**config.mk**
```make
export PLATFORM = sky130hd
export DESIGN_NAME = mux_gate_pipe
export DESIGN_NICKNAME = d
export VERILOG_FILES = /design/src/rtl/mux_gate_pipe.sv
export SDC_FILE = /design/constraint.sdc
export NUM_CORES = 1
export LEC_CHECK = 0
export ABC_AREA = 1
export ABC_CLOCK_PERIOD_IN_PS = 1500
export BUFFER_PORTS_ARGS = -buffer_cell sky130_fd_sc_hd__buf_4
export CAP_MARGIN = 0
export CORE_MARGIN = 1
export CORE_UTILIZATION = 38
export DETAILED_ROUTE_END_ITERATION = 7
export PLACE_DENSITY_LB_ADDON = 0.12
export SLEW_MARGIN = 20
export SYNTH_ARGS = -nofsm -noshare
export SYNTH_HDL_FRONTEND = slang
export SYNTH_SLANG_ARGS = --single-unit
```
**constraint.sdc**
```tcl
create_clock -name clk -period 1.5 [get_ports clk]
set_clock_uncertainty 0.1 [all_clocks]
set_input_delay 0.225 -clock clk [delete_from_list [all_inputs] [get_ports clk]]
set_output_delay 0.225 -clock clk [all_outputs]
set_load 0.02 [all_outputs]
```
**src/rtl/mux_gate_pipe.sv**
```systemverilog
// Two-stage registered logic unit: each result bit is a 2:1 mux selected by the
// matching bit of a. A valid/ready handshake with full backpressure feeds it.
module mux_gate_pipe #(
  parameter int WIDTH = 8,
  parameter int CNT_W = 16
) (
  input  logic             clk,
  input  logic             rst_n,
  input  logic             in_valid,
  output logic             in_ready,
  input  logic [WIDTH-1:0] a,
  input  logic [WIDTH-1:0] b,
  input  logic [2:0]       op,
  output logic             out_valid,
  input  logic             out_ready,
  output logic [WIDTH-1:0] y,
  output logic [CNT_W-1:0] op_count
);

  typedef enum logic [2:0] {
    OP_AND    = 3'd0,
    OP_OR     = 3'd1,
    OP_XOR    = 3'd2,
    OP_NAND   = 3'd3,
    OP_NOR    = 3'd4,
    OP_XNOR   = 3'd5,
    OP_PASS_B = 3'd6,
    OP_NOT_A  = 3'd7
  } op_e;

  logic             s1_valid_q, s1_valid_d;
  logic [WIDTH-1:0] a_q, b_q;
  op_e              op_q;
  logic             s2_valid_q, s2_valid_d;
  logic [WIDTH-1:0] y_q, y_d;
  logic [CNT_W-1:0] cnt_q, cnt_d;
  logic             s1_load, s2_load, out_fire;
  logic [WIDTH-1:0] hi, lo;

  assign s2_load  = s1_valid_q & (~s2_valid_q | out_ready);
  assign in_ready = ~s1_valid_q | s2_load;
  assign s1_load  = in_valid & in_ready;
  assign out_fire = s2_valid_q & out_ready;

  // Mux data inputs chosen per function; a[i] then picks hi or lo for bit i.
  always_comb begin
    // NOTE: every always_comb output gets a default first so no path leaves it unassigned (latch).
    hi = '0;
    lo = '0;
    unique case (op_q)
      OP_AND:    begin hi = b_q;  lo = '0;   end
      OP_OR:     begin hi = '1;   lo = b_q;  end
      OP_XOR:    begin hi = ~b_q; lo = b_q;  end
      OP_NAND:   begin hi = ~b_q; lo = '1;   end
      OP_NOR:    begin hi = '0;   lo = ~b_q; end
      OP_XNOR:   begin hi = b_q;  lo = ~b_q; end
      OP_PASS_B: begin hi = b_q;  lo = b_q;  end
      OP_NOT_A:  begin hi = '0;   lo = '1;   end
      default:   begin hi = '0;   lo = '0;   end
    endcase
  end

  always_comb begin
    y_d = y_q;
    if (s2_load) begin
      for (int i = 0; i < WIDTH; i++) begin
        y_d[i] = a_q[i] ? hi[i] : lo[i];
      end
    end
  end

  always_comb begin
    s1_valid_d = s1_valid_q;
    if (s1_load)      s1_valid_d = 1'b1;
    else if (s2_load) s1_valid_d = 1'b0;

    s2_valid_d = s2_valid_q;
    if (s2_load)        s2_valid_d = 1'b1;
    else if (out_fire)  s2_valid_d = 1'b0;

    cnt_d = out_fire ? cnt_q + 1'b1 : cnt_q;
  end

  always_ff @(posedge clk or negedge rst_n) begin
    if (!rst_n) begin
      s1_valid_q <= 1'b0;
      s2_valid_q <= 1'b0;
      a_q        <= '0;
      b_q        <= '0;
      op_q       <= OP_AND;
      y_q        <= '0;
      cnt_q      <= '0;
    end else begin
      // NOTE: non-blocking assignments so every register samples pre-edge values.
      s1_valid_q <= s1_valid_d;
      s2_valid_q <= s2_valid_d;
      y_q        <= y_d;
      cnt_q      <= cnt_d;
      if (s1_load) begin
        a_q  <= a;
        b_q  <= b;
        op_q <= op_e'(op);
      end
    end
  end

  assign out_valid = s2_valid_q;
  assign y         = y_q;
  assign op_count  = cnt_q;

endmodule

```
==> results.py <==
metrics = {
    "synth": {
        "yosysTopAreaCell": "dfrtp_1",
        "netlist_top_cells_area": "dfrtp_1 48%, nand2_1 17%, inv_1 5.2%",
        "yosysSeqAreaShare_pct": 48.4,
        "synth-async-reset-ratio_pct": 100,
        "synthFlopType": "dfrtp_1",
        "syn-num-nets": 315,
        "synth-edff-count": 0,
        "synth_cell_types": 23,
        "synth_area_mm2": 0.00233,
        "ys_ff_latch": 45,
        "syn_inst": 291,
        "yosys_warnings": 0,
        "syn_area_per_cell_um2": 8.00,
        "synth_top_cell_area_share_pct": 48.4,
    },
    "pwr": {
        "p_leak_nw": 1.57,
        "ir_drop_uv": 668,
        "power_density_mw_per_mm2": 1270,
    },
    "clocking": {
        "clk_path_buf_depth": 2,
        "cts_buffers": 5,
        "clk_latency_ns": 0.30,
        "clk_pin_slew_ns": 0.09,
        "clock_sinks": 45,
        "cts_tree": "built",
        "htree_levels": 2,
        "cts_root_buffer": "clkbuf_8",
    },
    "worst_hold_path": {
        "hp-start": "b[4]",
        "whs_path_depth": 2,
        "min_to": "b_q[4]",
        "min_path_type": "primary input to register",
    },
    "worst_setup_path": {
        "critPathMaxFanout": 4,
        "slowest_stage": "dfrtp_1",
        "arrival_ns": 1.51,
        "path_class": "register to register",
        "path_cells": "ha_2 -> nand2_1 -> nor2_4 -> nand3_4 -> nor2_4 -> nand2_1 -> nand2_1 -> nand2_1",
        "worstPathRequired_ns": 1.60,
        "crit_path_end_kind": "register",
        "start_kind": "register",
        "r2r_slack_ns": 0.09,
        "crit_top_cell": "nand2_1",
        "critPathMaxStageDelay_ns": 0.40,
        "ff2ff_path_depth": 8,
        "rr_endpoint": "op_count[12]",
        "reg2reg_from": "op_count[1]",
    },
    "timing": {
        "setup_viol": 0,
        "finalHoldViolCount": 0,
        "achievable-frequency_mhz": 708,
        "maxSlewViolCount": 0,
        "fin_crit_sh_pct": 94.1,
        "maxSlewHeadroom_pct": 61.9,
        "worst_slack_ns": 0.0879,
        "rsz0062_at_grt": "true",
        "min_period_ns": 1.41,
        "worst_pin_slew_ns": 0.572,
    },
    "global_routing": {
        "grt.total_usage_pct": 16.7,
        "grt-ovfl-total": 0,
        "grt_pass1_vias": 1875,
        "grt_pass1_wl_um": 8250,
        "grt_start_max_net_pins": 46,
        "antenna_found_initial": 0,
    },
    "detailed_routing": {
        "wl_per_cell_um": 11.2,
        "drt-total-wl_um": 4820,
        "route.detailed.drc": 0,
        "vias_per_cell": 4.63,
        "dr.pass1.iters": 4,
        "vias": 1985,
        "ant_nets": 0,
        "drtIter0Drc": 55,
    },
    "finish": {
        "design_area_mm2": 0.00297,
        "final_util_pct": 50.2,
        "area_growth_pct": 27.7,
        "nets": 377,
        "n_antenna_cell": 0,
        "drive_gt1_share_pct": 26.8,
    },
    "place": {
        "post_dp_cell_area_mm2": 0.00280,
        "port-buffer-count": 48,
        "place_hpwl_um": 3480,
        "dpl_worst_slack_ns": 0.0576,
        "place_congestion": 0.797,
    },
    "floorplan": {
        "core-area_mm2": 0.00592,
        "ios": 49,
        "std_cell_rows": 28,
        "die_area_mm2": 0.00644,
        "start_util_pct": 39.3,
        "dieWidth_um": 80.3,
        "die_height_um": 80.3,
    },
    "flow_run": {
        "max_cap_violations": 0,
    },
    "status": {
        "status": "completed",
    },
}
## placed cells by master, fill, tap and decap left out, types with 4 or more instances in the layout
cell type and n:
nand3_1 13, nor2_1 15, nand2_2 6, buf_4 57, dfrtp_1 42, xor2_1 5, inv_1 31, nor2_4 5
clkbuf_8 5, nand2_1 106, mux2_1 6, xnor2_1 6, inv_2 6, nand3_2 4, a21oi_1 11, o21ai_0 8
or2_1 8, nand4_1 4
## where the power goes
part | switching [mW] | total [mW] | internal [mW]
sequential | 0.219 | 1.68 | 1.46
combinational | 0.747 | 1.34 | 0.596
clock | 0.429 | 0.758 | 0.329
## synthesized netlist by cell type, types with 2 or more instances
cell type / count
mux2_2: 2
mux2_1: 6
nand2_1: 108
xnor2_1: 6
or2_1: 8
o21ai_0: 8
nand3_1: 15
dfrtp_1: 45
xor2_1: 5
buf_2: 2
nand2_2: 6
inv_1: 32
nor3_1: 2
nor2_4: 4
nand4_1: 4
nand3_2: 3
nor2_1: 15
inv_2: 5
a21oi_1: 11
## area by class of cell
class,instances,area (um^2)
clock buffer,6,72.6
clock inverter,2,15.0
fill,580,2950
inverter,37,139
multi-input combinational,206,1090
sequential,45,1130
tap,75,93.8
timing repair buffer,58,438
## kinds of logic (layout without fill, tap and decap cells)
kind of cell,after synthesis,count (layout),synth area share (%)
compound gates,19,19,4.08
xor+xnor,11,11,4.14
fa+ha+maj,1,1,0.537
buf+inv,40,103,6.72
flops,45,45,48.4
mux,8,8,3.87
simple gates,167,167,32.3
## state kept, by name, indices dropped and copies added (netlist names)
signal / flops
b_q: 8
s1_valid_q: 1
op_count: 16
y: 8
out_valid: 1
op_q: 3
a_q: 8
## worst max-delay path, delay by kind of cell (launching register included)
family | cells | cell delay, ns
and+or+nand+nor | 7 | 0.60
adders and majority gates | 1 | 0.19
DFF | 1 | 0.40
## routing by layer
metal  part of all wire (%)  up-vias  track usage (%)
met5                      0        -                0
met4                    1.3        0             5.36
met3                    4.1        5             3.86
met2                     47       34             27.4
met1                     47      925             21.6
li1                       -     1021                -
## worst max path at each step
stage	startpoint	end	depth (start not counted)
2_1_floorplan	op_count[0]	op_count[12]	8
3_3_place_gp	op_count[1]	op_count[12]	8
3_5_place_dp	op_count[0]	op_count[12]	8
4_1_cts	op_count[0]	op_count[12]	8
5_1_grt	op_count[1]	op_count[12]	8
6_report	op_count[1]	op_count[12]	8
## stage by stage
stage | power, mW | hold slack, ns | setup TNS [ns] | std cells
global placement | 2.94 | 0.167 | 0 | 415
detailed placement | 2.95 | 0.171 | 0 | 415
finish | 3.78 | 0.0326 | 0 | 429
floorplan | 2.45 | -0.171 | 0 | 291
global route | 4.04 | 0.0268 | -0.127 | 429
CTS | 3.72 | 0.0311 | 0 | 424
## what timing repair did
| item | CTS | global route |
|---|---|---|
| hold buffers | 1 | 0 |
| gates resized for setup | 0 | 12 |
| buffers inserted | 0 | 5 |
| hold endpoints to repair | 45 | 0 |
| setup endpoints to repair | 0 | 14 |
No activity file was read; power rests on OpenSTA's default activity.
